[config.mk]
export PLATFORM = sky130hd
export DESIGN_NAME = sqrt_arbiter_flat
export DESIGN_NICKNAME = d
export VERILOG_FILES = /design/src/rtl/sqrt_arb_pkg.sv /design/src/rtl/sqrt_arbiter_if.sv /design/src/rtl/rr_arbiter.sv /design/src/rtl/sqrt_arbiter.sv /design/src/flat_wrapper.sv
export SDC_FILE = /design/constraint.sdc
export NUM_CORES = 1
export LEC_CHECK = 0
export CAP_MARGIN = 15
export CORE_ASPECT_RATIO = 0.5
export CORE_MARGIN = 1
export CORE_UTILIZATION = 49
export DETAILED_ROUTE_END_ITERATION = 8
export HOLD_SLACK_MARGIN = 0.03
export PLACE_DENSITY_LB_ADDON = 0.15
export SYNTH_ARGS = -nofsm -noshare
export SYNTH_HDL_FRONTEND = slang
export SYNTH_SLANG_ARGS = --single-unit
[constraint.sdc]
create_clock -name clk -period 5.21 [get_ports clk]
set_input_delay 1.563 -clock clk [delete_from_list [all_inputs] [get_ports clk]]
set_output_delay 1.563 -clock clk [all_outputs]
set_load 0.1 [all_outputs]
[src/rtl/sqrt_arb_pkg.sv]
// Shared types and default parameters for the square-root arbiter slice.
package sqrt_arb_pkg;

    typedef enum logic [1:0] {
        IDLE  = 2'd0,
        ISSUE = 2'd1,
        WAIT  = 2'd2,
        RESP  = 2'd3
    } sqrt_arb_state_t;

    localparam int DEF_WIDTH   = 8;
    localparam int DEF_NREQ    = 4;
    localparam int DEF_TIMEOUT = 16;

endpackage

[src/rtl/sqrt_arbiter_if.sv]
// Request, response and engine-side signals of the shared square-root arbiter.
interface sqrt_arbiter_if
    import sqrt_arb_pkg::*;
#(
    parameter int WIDTH = DEF_WIDTH,
    parameter int NREQ  = DEF_NREQ,
    localparam int IDW  = $clog2(NREQ)
) ();

    logic [NREQ-1:0]       req_valid;
    logic [NREQ*WIDTH-1:0] req_rad;
    logic [NREQ-1:0]       req_ready;
    logic                  resp_valid;
    logic                  resp_ready;
    logic [IDW-1:0]        resp_id;
    logic [WIDTH-1:0]      resp_root;
    logic [WIDTH-1:0]      resp_rem;
    logic                  resp_err;
    logic                  sq_start;
    logic [WIDTH-1:0]      sq_rad;
    logic                  sq_busy;
    logic                  sq_valid;
    logic [WIDTH-1:0]      sq_root;
    logic [WIDTH-1:0]      sq_rem;
    logic                  active;

    modport slave (
        input  req_valid, req_rad, resp_ready, sq_busy, sq_valid, sq_root, sq_rem,
        output req_ready, resp_valid, resp_id, resp_root, resp_rem, resp_err,
        output sq_start, sq_rad, active
    );

    modport master (
        output req_valid, req_rad, resp_ready, sq_busy, sq_valid, sq_root, sq_rem,
        input  req_ready, resp_valid, resp_id, resp_root, resp_rem, resp_err,
        input  sq_start, sq_rad, active
    );

endinterface

[src/rtl/rr_arbiter.sv]
// Combinational round-robin picker: first set request after last_gnt, modulo NREQ.
module rr_arbiter #(
    parameter int NREQ = 4,
    localparam int IDW = $clog2(NREQ)
) (
    input  logic [NREQ-1:0] req,
    input  logic [IDW-1:0]  last_gnt,
    input  logic            enable,
    output logic [NREQ-1:0] gnt,
    output logic [IDW-1:0]  gnt_idx
);

    logic           found_s;
    logic [IDW-1:0] cand_s;

    // Scan starting one past the previous winner so every requester gets a turn.
    always_comb begin
        gnt     = '0;
        gnt_idx = '0;
        found_s = 1'b0;
        cand_s  = '0;
        if (enable) begin
            for (int i = 1; i <= NREQ; i++) begin
                cand_s = IDW'((int'(last_gnt) + i) % NREQ);
                if (req[cand_s] && !found_s) begin
                    found_s      = 1'b1;
                    gnt[cand_s]  = 1'b1;
                    gnt_idx      = cand_s;
                end else begin
                    found_s = found_s;
                end
            end
        end else begin
            gnt = '0;
        end
    end

endmodule

[src/rtl/sqrt_arbiter.sv]
// Round-robin front end sharing one iterative square-root engine, with a
// watchdog on the engine wait and a single valid/ready response channel.
module sqrt_arbiter
    import sqrt_arb_pkg::*;
#(
    parameter int WIDTH   = DEF_WIDTH,
    parameter int NREQ    = DEF_NREQ,
    parameter int TIMEOUT = DEF_TIMEOUT,
    localparam int IDW    = $clog2(NREQ)
) (
    input logic          clk,
    input logic          rst_n,
    sqrt_arbiter_if.slave bus
);

    localparam int WCW = $clog2(TIMEOUT);

    localparam logic [1:0] S_IDLE  = IDLE;
    localparam logic [1:0] S_ISSUE = ISSUE;
    localparam logic [1:0] S_WAIT  = WAIT;
    localparam logic [1:0] S_RESP  = RESP;

    logic [1:0]       state_r;
    logic [1:0]       state_nx_s;
    logic [IDW-1:0]   last_gnt_r;
    logic [WCW-1:0]   wait_cnt_r;
    logic             sq_start_r;
    logic [WIDTH-1:0] sq_rad_r;
    logic             resp_valid_r;
    logic             resp_err_r;
    logic [IDW-1:0]   resp_id_r;
    logic [WIDTH-1:0] resp_root_r;
    logic [WIDTH-1:0] resp_rem_r;
    logic             active_r;

    logic [NREQ-1:0]  gnt_s;
    logic [IDW-1:0]   gnt_idx_s;
    logic             hs_s;
    logic             done_s;
    logic             timeout_s;

    rr_arbiter #(.NREQ(NREQ)) u_rr (
        .req      (bus.req_valid),
        .last_gnt (last_gnt_r),
        .enable   (rst_n && (state_r == S_IDLE)),
        .gnt      (gnt_s),
        .gnt_idx  (gnt_idx_s)
    );

    assign hs_s      = |gnt_s;
    // The engine's valid is sticky from the previous operation, so the first WAIT cycle is ignored.
    assign done_s    = (wait_cnt_r != '0) && bus.sq_valid && !bus.sq_busy;
    assign timeout_s = (wait_cnt_r == WCW'(TIMEOUT - 1));

    assign bus.req_ready  = gnt_s;
    assign bus.resp_valid = resp_valid_r;
    assign bus.resp_id    = resp_id_r;
    assign bus.resp_root  = resp_root_r;
    assign bus.resp_rem   = resp_rem_r;
    assign bus.resp_err   = resp_err_r;
    assign bus.sq_start   = sq_start_r;
    assign bus.sq_rad     = sq_rad_r;
    assign bus.active     = active_r;

    // Next-state decode of the controller.
    always_comb begin
        state_nx_s = state_r;
        case (state_r)
            S_IDLE:  if (hs_s) state_nx_s = S_ISSUE; else state_nx_s = S_IDLE;
            S_ISSUE: state_nx_s = S_WAIT;
            S_WAIT:  if (done_s || timeout_s) state_nx_s = S_RESP; else state_nx_s = S_WAIT;
            S_RESP:  if (bus.resp_ready) state_nx_s = S_IDLE; else state_nx_s = S_RESP;
            default: state_nx_s = S_IDLE;
        endcase
    end

    // State, datapath latches and watchdog counter.
    always_ff @(posedge clk or negedge rst_n) begin
        if (!rst_n) begin
            state_r      <= S_IDLE;
            last_gnt_r   <= IDW'(NREQ - 1);
            wait_cnt_r   <= '0;
            sq_start_r   <= 1'b0;
            sq_rad_r     <= '0;
            resp_valid_r <= 1'b0;
            resp_err_r   <= 1'b0;
            resp_id_r    <= '0;
            resp_root_r  <= '0;
            resp_rem_r   <= '0;
            active_r     <= 1'b0;
        end else begin
            state_r      <= state_nx_s;
            active_r     <= (state_nx_s != S_IDLE);
            sq_start_r   <= (state_nx_s == S_ISSUE);
            resp_valid_r <= (state_nx_s == S_RESP);
            case (state_r)
                S_IDLE: begin
                    if (hs_s) begin
                        sq_rad_r   <= bus.req_rad[gnt_idx_s*WIDTH +: WIDTH];
                        resp_id_r  <= gnt_idx_s;
                        last_gnt_r <= gnt_idx_s;
                    end
                end
                S_ISSUE: wait_cnt_r <= '0;
                S_WAIT: begin
                    if (done_s) begin
                        resp_root_r <= bus.sq_root;
                        resp_rem_r  <= bus.sq_rem;
                        resp_err_r  <= 1'b0;
                    end else if (timeout_s) begin
                        resp_root_r <= '0;
                        resp_rem_r  <= '0;
                        resp_err_r  <= 1'b1;
                    end else begin
                        wait_cnt_r <= wait_cnt_r + WCW'(1);
                    end
                end
                S_RESP: ;
                default: ;
            endcase
        end
    end

endmodule

[src/flat_wrapper.sv]
// flat-port wrapper written by rule: the top's interface ports become plain ports
module sqrt_arbiter_flat import sqrt_arb_pkg::*;
#(
    parameter int WIDTH   = DEF_WIDTH,
    parameter int NREQ    = DEF_NREQ,
    parameter int TIMEOUT = DEF_TIMEOUT,
    localparam int IDW    = $clog2(NREQ)
)
  (clk, rst_n, bus_req_valid, bus_req_rad, bus_resp_ready, bus_sq_busy, bus_sq_valid, bus_sq_root, bus_sq_rem, bus_req_ready, bus_resp_valid, bus_resp_id, bus_resp_root, bus_resp_rem, bus_resp_err, bus_sq_start, bus_sq_rad, bus_active);
  sqrt_arbiter_if #(.WIDTH(WIDTH), .NREQ(NREQ)) bus_i ();
  input logic clk;
  input logic rst_n;
  input wire logic [$bits(bus_i.req_valid)-1:0] bus_req_valid;
  input wire logic [$bits(bus_i.req_rad)-1:0] bus_req_rad;
  input wire logic [$bits(bus_i.resp_ready)-1:0] bus_resp_ready;
  input wire logic [$bits(bus_i.sq_busy)-1:0] bus_sq_busy;
  input wire logic [$bits(bus_i.sq_valid)-1:0] bus_sq_valid;
  input wire logic [$bits(bus_i.sq_root)-1:0] bus_sq_root;
  input wire logic [$bits(bus_i.sq_rem)-1:0] bus_sq_rem;
  output wire logic [$bits(bus_i.req_ready)-1:0] bus_req_ready;
  output wire logic [$bits(bus_i.resp_valid)-1:0] bus_resp_valid;
  output wire logic [$bits(bus_i.resp_id)-1:0] bus_resp_id;
  output wire logic [$bits(bus_i.resp_root)-1:0] bus_resp_root;
  output wire logic [$bits(bus_i.resp_rem)-1:0] bus_resp_rem;
  output wire logic [$bits(bus_i.resp_err)-1:0] bus_resp_err;
  output wire logic [$bits(bus_i.sq_start)-1:0] bus_sq_start;
  output wire logic [$bits(bus_i.sq_rad)-1:0] bus_sq_rad;
  output wire logic [$bits(bus_i.active)-1:0] bus_active;
  assign bus_i.req_valid = bus_req_valid;
  assign bus_i.req_rad = bus_req_rad;
  assign bus_i.resp_ready = bus_resp_ready;
  assign bus_i.sq_busy = bus_sq_busy;
  assign bus_i.sq_valid = bus_sq_valid;
  assign bus_i.sq_root = bus_sq_root;
  assign bus_i.sq_rem = bus_sq_rem;
  assign bus_req_ready = bus_i.req_ready;
  assign bus_resp_valid = bus_i.resp_valid;
  assign bus_resp_id = bus_i.resp_id;
  assign bus_resp_root = bus_i.resp_root;
  assign bus_resp_rem = bus_i.resp_rem;
  assign bus_resp_err = bus_i.resp_err;
  assign bus_sq_start = bus_i.sq_start;
  assign bus_sq_rad = bus_i.sq_rad;
  assign bus_active = bus_i.active;
  sqrt_arbiter #(.WIDTH(WIDTH), .NREQ(NREQ), .TIMEOUT(TIMEOUT)) u_core (.clk(clk), .rst_n(rst_n), .bus(bus_i));
endmodule
======== Word level (Yosys, flattened, before mapping) ========
Cells that the tools add are included.
word-level totals
  logic and storage cells ................. 107
  memories kept ........................... 0
  bits in writable memories ............... 0
  bits of input ports ..................... 57
  bits in latches ......................... 0
  output and inout port bits .............. 34
  flip-flop bits (word level) ............. 38
  memory bits (read-only) ................. 0
cells by class
  muxes and demuxes ....................... 47
  add/subtract/negate cells ............... 5
  multiply operators ...................... 0
  div/mod/pow operators ................... 0
  reductions and logical operators ........ 24
  bitwise logic cells ..................... 3
  eq/ne operators ......................... 8
  shifts and indexed selects .............. 1
  $lt $le $gt $ge ......................... 8
operators with widths
  cell                                                        count
  2-to-1 mux 4 bit                                            10
  indexed part select 32 x 6 -> 8 bit                         1
  2-to-1 mux 8 bit                                            3
  2-to-1 mux 1 bit                                            18
  less-than comparator 2 x 3 -> 1 bit, second input constant  4
  2-to-1 mux 2 bit                                            6
  OR 4 bit                                                    3
  logical AND 1 bit                                           10
  binary-select mux 1 bit (select 2 bit)                      4
  demux 1 bit (select 2 bit)                                  4
  >= comparator 2 x 1 -> 1 bit, second input constant         4
  one-hot mux 2 bit (4 select lines)                          1
  one-hot mux 4 bit (2 select lines)                          1
  equality test 2 bit, second input constant                  3
  nonzero test 2 bit                                          3
  adder 2 x 1 -> 2 bit, second input constant                 2
  adder 2 bit, second input constant                          2
  adder 4 x 1 -> 4 bit, second input constant                 1
  equality test 2 x 1 -> 1 bit, second input constant         2
  equality test 4 bit, second input constant                  1
  logical NOT 1 bit                                           4
  inequality test 2 bit, second input constant                2
  AND reduction 2 bit                                         2
  nonzero test 4 bit                                          1
  other kinds (4)                                             4

======== Longest topological paths before layout ========
Gate-level depths: netlist of the first run.
  word-level depth ........................ 21
  gate-level depth with buffers ........... 11
  gate-level depth less buffers ........... 8

======== By module ========
From an unflattened synthesis of the first run, not the netlist that was laid out.
second synthesis, totals
  cell total of the unflattened synthesis .. 199
  area, all modules ....................... 2,253.4 um^2
by module, submodules not included
  module        sequential area each (um^2)  area each (um^2)  cells an instance  times used
  sqrt_arbiter  953.4                        1,798.0           152                1
  rr_arbiter    0.0                          455.4             47                 1

======== Worst setup path before layout of the first run ========
No wires, ideal clock.
  path kind ............................... input -> output
  from .................................... input port bus_req_valid[3]
  to ...................................... output port bus_req_ready[0]
  path slack .............................. -0.354 ns
  data required time ...................... 3.647 ns
  arrival time ............................ 4.001 ns
  path buffers ............................ 2
  cell stages on the path ................. 7
  cells stage by stage .................... buf_6 > mux4_2 > buf_6 > nor2b_1 > a21oi_1 > a21oi_1 > nor2_1
on the way
  word-level cells in the longest chain between the ends .. 16
  elaborated cells on any way between the ends .. 31
  classes of those cells .................. 22 x mux; 3 x bitwise; 6 x reduce/logical
ends and longest elaborated chain
  item                                    RTL line            text
  start: declaration                      flat_wrapper.sv:13  input wire logic [$bits(bus_i.req_valid)-1:0] bus_req_valid;
  binary-select mux 1 bit (select 2 bit)  rr_arbiter.sv:25    if (req[cand_s] && !found_s) begin
  2-to-1 mux 1 bit (not written as such)  rr_arbiter.sv:25
  2-to-1 mux 1 bit                        rr_arbiter.sv:25
  2-to-1 mux 1 bit                        rr_arbiter.sv:22    if (enable) begin
  logical NOT 1 bit                       rr_arbiter.sv:25
  logical AND 1 bit                       rr_arbiter.sv:25
  2-to-1 mux 1 bit                        rr_arbiter.sv:25
  2-to-1 mux 1 bit                        rr_arbiter.sv:22
  logical NOT 1 bit                       rr_arbiter.sv:25
  logical AND 1 bit                       rr_arbiter.sv:25
  2-to-1 mux 1 bit                        rr_arbiter.sv:25
  2-to-1 mux 1 bit                        rr_arbiter.sv:22
  logical NOT 1 bit                       rr_arbiter.sv:25
  logical AND 1 bit                       rr_arbiter.sv:25
  2-to-1 mux 4 bit (*)                    rr_arbiter.sv:25
  2-to-1 mux 4 bit (*)                    rr_arbiter.sv:22
  end: declaration                        flat_wrapper.sv:20  output wire logic [$bits(bus_i.req_ready)-1:0] bus_req_ready;
Every way passes the cells marked *; elsewhere a longest branch is shown, timed or not. The select of a mux whose other input is x is not followed.

======== Worst setup path in the final report of the first run ========
  from .................................... input port bus_req_valid[2]
  to ...................................... output port bus_req_ready[1]
Same word-level chain as after synthesis.

==> impl_results.html, run 1 <==
<table>
<tr><th>Metric</th><th>Value</th></tr>
<tr><th colspan="2">Floorplan</th></tr>
<tr><td>Initial Util</td><td>53.8%</td></tr>
<tr><td>IO Pins</td><td>91</td></tr>
<tr><td>Number of core rows</td><td>17</td></tr>
<tr><td>Y dimension of the die</td><td>52.5 um</td></tr>
<tr><td>Width of the chip</td><td>103 um</td></tr>
<tr><td>Full die area</td><td>5400 sq um</td></tr>
<tr><td>Placeable core region</td><td>4640 sq um</td></tr>
<tr><th colspan="2">Finish</th></tr>
<tr><td>Number of nets at the end of the flow</td><td>432</td></tr>
<tr><td>Commonest non-fill, non-tap cell in the layout</td><td>clkdlybuf4s50_1</td></tr>
<tr><td>Share of layout cells above drive strength 1</td><td>12.2%</td></tr>
<tr><td>Commonest cells after routing, fill and taps aside</td><td>clkdlybuf4s50_1, nand2_1, dfrtp_1</td></tr>
<tr><td>Antenna fix cells</td><td>0</td></tr>
<tr><td>Area Overhead vs Synth</td><td>46.0%</td></tr>
<tr><td>Final Core Density</td><td>78.6%</td></tr>
<tr><th colspan="2">Global routing</th></tr>
<tr><td>All-Layer GR Usage</td><td>28.7%</td></tr>
<tr><td>Global-route wire length before repair</td><td>11400 um</td></tr>
<tr><td>Largest net degree at the start of global routing</td><td>36</td></tr>
<tr><td>Via count of the first global-routing pass</td><td>2433</td></tr>
<tr><td>Antenna violations before repair</td><td>0</td></tr>
<tr><td>Grt total ovfl</td><td>0</td></tr>
<tr><th colspan="2">STA</th></tr>
<tr><td>Worst rel slew slack</td><td>33.4%</td></tr>
<tr><td>Final worst-path cycle share</td><td>97.5%</td></tr>
<tr><td>Final setup viols</td><td>0</td></tr>
<tr><td>Unrepaired setup endpoints after global routing</td><td>no</td></tr>
<tr><td>Total negative slack</td><td>0 ns</td></tr>
<tr><td>Clock period minus worst slack</td><td>5.08 ns</td></tr>
<tr><td>Maximum clock skew at final layout</td><td>0.00579 ns</td></tr>
<tr><td>Min Hold Slack</td><td>0.505 ns</td></tr>
<tr><td>Final number of max-transition violations</td><td>0</td></tr>
<tr><td>Number of hold violations in the final report</td><td>0</td></tr>
<tr><td>Actual transition at the worst max-transition pin</td><td>0.995 ns</td></tr>
<tr><td>Final worst-path setup slack</td><td>0.129 ns</td></tr>
<tr><td>F_max</td><td>0.197 GHz</td></tr>
<tr><th colspan="2">Place</th></tr>
<tr><td>Count of input and output buffers</td><td>90</td></tr>
<tr><td>Hpwl dp</td><td>5330 um</td></tr>
<tr><td>Gp weighted congestion</td><td>0.945</td></tr>
<tr><td>Place WS</td><td>0.00351 ns</td></tr>
<tr><th colspan="2">Min path</th></tr>
<tr><td>Type of the most critical hold path</td><td>reg2reg</td></tr>
<tr><td>Endpoint of the worst hold-timing path</td><td>u_core.bus.sq_rad[6]$_DFFE_PN0P_</td></tr>
<tr><td>Number of cells on the worst hold path</td><td>2</td></tr>
<tr><td>Start point of the worst hold path</td><td>u_core.bus.sq_rad[6]$_DFFE_PN0P_</td></tr>
<tr><th colspan="2">CTS</th></tr>
<tr><td>Hold bufs inserted after CTS</td><td>0</td></tr>
<tr><td>Master cell of the clock root buffer</td><td>clkbuf_8</td></tr>
<tr><td>CTS sink count</td><td>38</td></tr>
<tr><td>Clock input transition at the sequential cells of the worst setup and hold paths</td><td>0.07 ns</td></tr>
<tr><td>Maximum clock path buffer count</td><td>2</td></tr>
<tr><td>Number of clock buffers inserted by TritonCTS</td><td>5</td></tr>
<tr><td>Clk Latency, worst-skew pair</td><td>0.30 ns</td></tr>
<tr><td>H-tree depth reported by CTS</td><td>2</td></tr>
<tr><td>CTS tree</td><td>built</td></tr>
<tr><th colspan="2">Logic synthesis</th></tr>
<tr><td>Sequential cell area fraction in the yosys report</td><td>38.2%</td></tr>
<tr><td>Cell area after synthesis</td><td>2500 sq um</td></tr>
<tr><td>Yosys Warn Count</td><td>0</td></tr>
<tr><td>Post-Syn Area per Cell</td><td>9.28 sq um</td></tr>
<tr><td>Gate Count Post-Synth</td><td>269</td></tr>
<tr><td>Share of synthesized flip-flops with an asynchronous set or reset</td><td>100%</td></tr>
<tr><td>Flip-flop and latch count after synthesis</td><td>38</td></tr>
<tr><td>Synth cell types</td><td>48</td></tr>
<tr><td>Most common flop cell mapped by yosys</td><td>dfrtp_1</td></tr>
<tr><td>Number of nets produced by synthesis</td><td>340</td></tr>
<tr><td>Post-synth EDFFs</td><td>0</td></tr>
<tr><th colspan="2">Route</th></tr>
<tr><td>Routed via count</td><td>2464</td></tr>
<tr><td>Via/cell ratio</td><td>5.76</td></tr>
<tr><td>Violation count after the first detailed-route iteration</td><td>128</td></tr>
<tr><td>Routed length per placed instance</td><td>16.5 um</td></tr>
<tr><td>Final antenna-violating net count</td><td>0</td></tr>
<tr><td>Post-Route WL</td><td>7060 um</td></tr>
<tr><td>Drt first pass iters</td><td>5</td></tr>
<tr><td>Residual DRC</td><td>0</td></tr>
<tr><th colspan="2">Critical path</th></tr>
<tr><td>Startpoint of the most critical register-to-register path</td><td>u_core.last_gnt_r[0]$_DFFE_PN1P_</td></tr>
<tr><td>Crit path cell chain</td><td>clkdlybuf4s50_1 &gt; mux4_2 &gt; nand3b_1 &gt; a21oi_2 &gt; a21oi_1 &gt; nor2_2 &gt; buf_12</td></tr>
<tr><td>Crit Reg-Reg Endpoint</td><td>u_core.bus.resp_id[0]$_DFFE_PN0P_</td></tr>
<tr><td>Data arrival time at the worst-slack endpoint</td><td>3.52 ns</td></tr>
<tr><td>Crit Path Category</td><td>in2out</td></tr>
<tr><td>Category of the worst setup path capture point</td><td>primary output</td></tr>
<tr><td>Worst Path Max Fanout</td><td>8</td></tr>
<tr><td>Slack of the worst reg-to-reg path</td><td>1.45 ns</td></tr>
<tr><td>Cell at the slowest stage of the critical path</td><td>mux4_2</td></tr>
<tr><td>FF-to-FF path depth</td><td>10</td></tr>
<tr><td>Category of the worst setup path launch point</td><td>input pin</td></tr>
<tr><td>CP peak stage delay</td><td>0.56 ns</td></tr>
<tr><td>CP Data Required Time</td><td>3.65 ns</td></tr>
<tr><th colspan="2">Run status</th></tr>
<tr><td>Run status</td><td>finished clean</td></tr>
<tr><th colspan="2">Job</th></tr>
<tr><td>MaxCap Viol Count</td><td>0</td></tr>
</table>
==> metrics by stage <==
stage	cells	instance area, sq um
global route	428	3640
detailed placement	417	3510
floorplan	269	2510
global placement	417	3510
CTS	428	3640
finish	428	3640
==> worst max-delay path, delay by kind of cell <==
family          cells  cell delay, ns
compound gates      2            0.36
buf+inv             2            0.65
simple gates        2            0.38
mux                 1            0.56
==> layer usage <==
| metal | vias to the layer above | global-route usage (%) | part of all wire, % |
|---|---|---|---|
| met3 | 15 | 6.53 | 7.2 |
| met2 | 105 | 53.6 | 51 |
| met5 | - | 0 | 0 |
| met4 | 0 | 9.15 | 1.7 |
| met1 | 1175 | 33.0 | 40 |
| li1 | 1169 | - | - |
==> cells in the mapped netlist (2+ instances only) <==
cell type,number,area share [%]
a2111oi_0,8,2.8
a211oi_1,3,0.90
a21boi_0,17,5.1
a21o_1,3,0.90
a21oi_1,11,2.2
a21oi_2,4,1.4
a221oi_1,8,2.8
buf_6,3,1.4
clkbuf_1,11,1.7
dfrtp_1,36,36
dfstp_2,2,2.1
ha_1,14,7.0
inv_1,8,1.2
mux2_4,3,1.8
mux4_2,3,2.7
nand2_1,40,6.0
nand3_1,11,2.2
nand3b_1,6,1.8
nor2_1,11,1.7
nor2b_1,8,2.0
nor3_1,3,0.60
nor4_1,2,0.50
o21ai_0,22,4.4
o31ai_1,8,2.4
==> how the worst max path moves through the flow <==
| stage | start | end | depth (start not counted) |
|---|---|---|---|
| CTS | bus_req_valid[1] | bus_req_ready[1] | 7 |
| global placement | bus_req_valid[1] | bus_req_ready[1] | 7 |
| global route | bus_req_valid[0] | bus_req_ready[0] | 8 |
| detailed placement | bus_req_valid[1] | bus_req_ready[1] | 7 |
| finish | bus_req_valid[2] | bus_req_ready[1] | 7 |
| floorplan | bus_req_valid[3] | bus_req_ready[0] | 7 |
==> state kept, by name, indices dropped and copies added, names as in the netlist, 2 cells and up <==
| signal | flops |
|---|---|
| u_core.bus.resp_id | 2 |
| u_core.bus.resp_rem | 8 |
| u_core.bus.resp_root | 8 |
| u_core.bus.sq_rad | 8 |
| u_core.last_gnt_r | 2 |
| u_core.state_r | 2 |
| u_core.wait_cnt_r | 4 |
==> area by class of cell <==
type	count	area, sq um
Tap cell	66	82.6
Sequential cell	38	953
Timing Repair Buffer	102	1030
Fill cell	328	992
Clock inverter	1	30.0
Multi-Input combinational cell	206	1440
Clock buffer	7	76.3
Inverter	8	30.0
==> cell families after synthesis <==
family          after synthesis  share of synthesized area [%]
fa+ha+maj                    14                           7.02
compound gates               94                           27.4
xor+xnor                      1                          0.351
simple gates                 91                           17.6
mux                           6                           4.51
flops                        38                           38.2
buf+inv                      25                           4.86
==> repair_timing <==
action,4_1_cts,5_1_grt
buffers inserted,3,0
setup endpoints to repair,1,3
gates resized for setup,0,1
Power of run 1 is not shown: default switching activity piles up to over one toggle a cycle in this logic, so the estimate is an artifact.
==> run 2: changes to the inputs <==
--- a/config.mk
+++ b/config.mk
@@ -9,9 +9,11 @@
 export CORE_ASPECT_RATIO = 0.5
 export CORE_MARGIN = 1
 export CORE_UTILIZATION = 49
+export CTS_CLUSTER_SIZE = 40
 export DETAILED_ROUTE_END_ITERATION = 8
 export HOLD_SLACK_MARGIN = 0.03
 export PLACE_DENSITY_LB_ADDON = 0.15
+export SLEW_MARGIN = 20
 export SYNTH_ARGS = -nofsm -noshare
 export SYNTH_HDL_FRONTEND = slang
 export SYNTH_SLANG_ARGS = --single-unit
==> results of run 2 <==
The final DEF is identical to that of run 1; final timing and power are the same.
Power of run 2 is left out for the same reason.
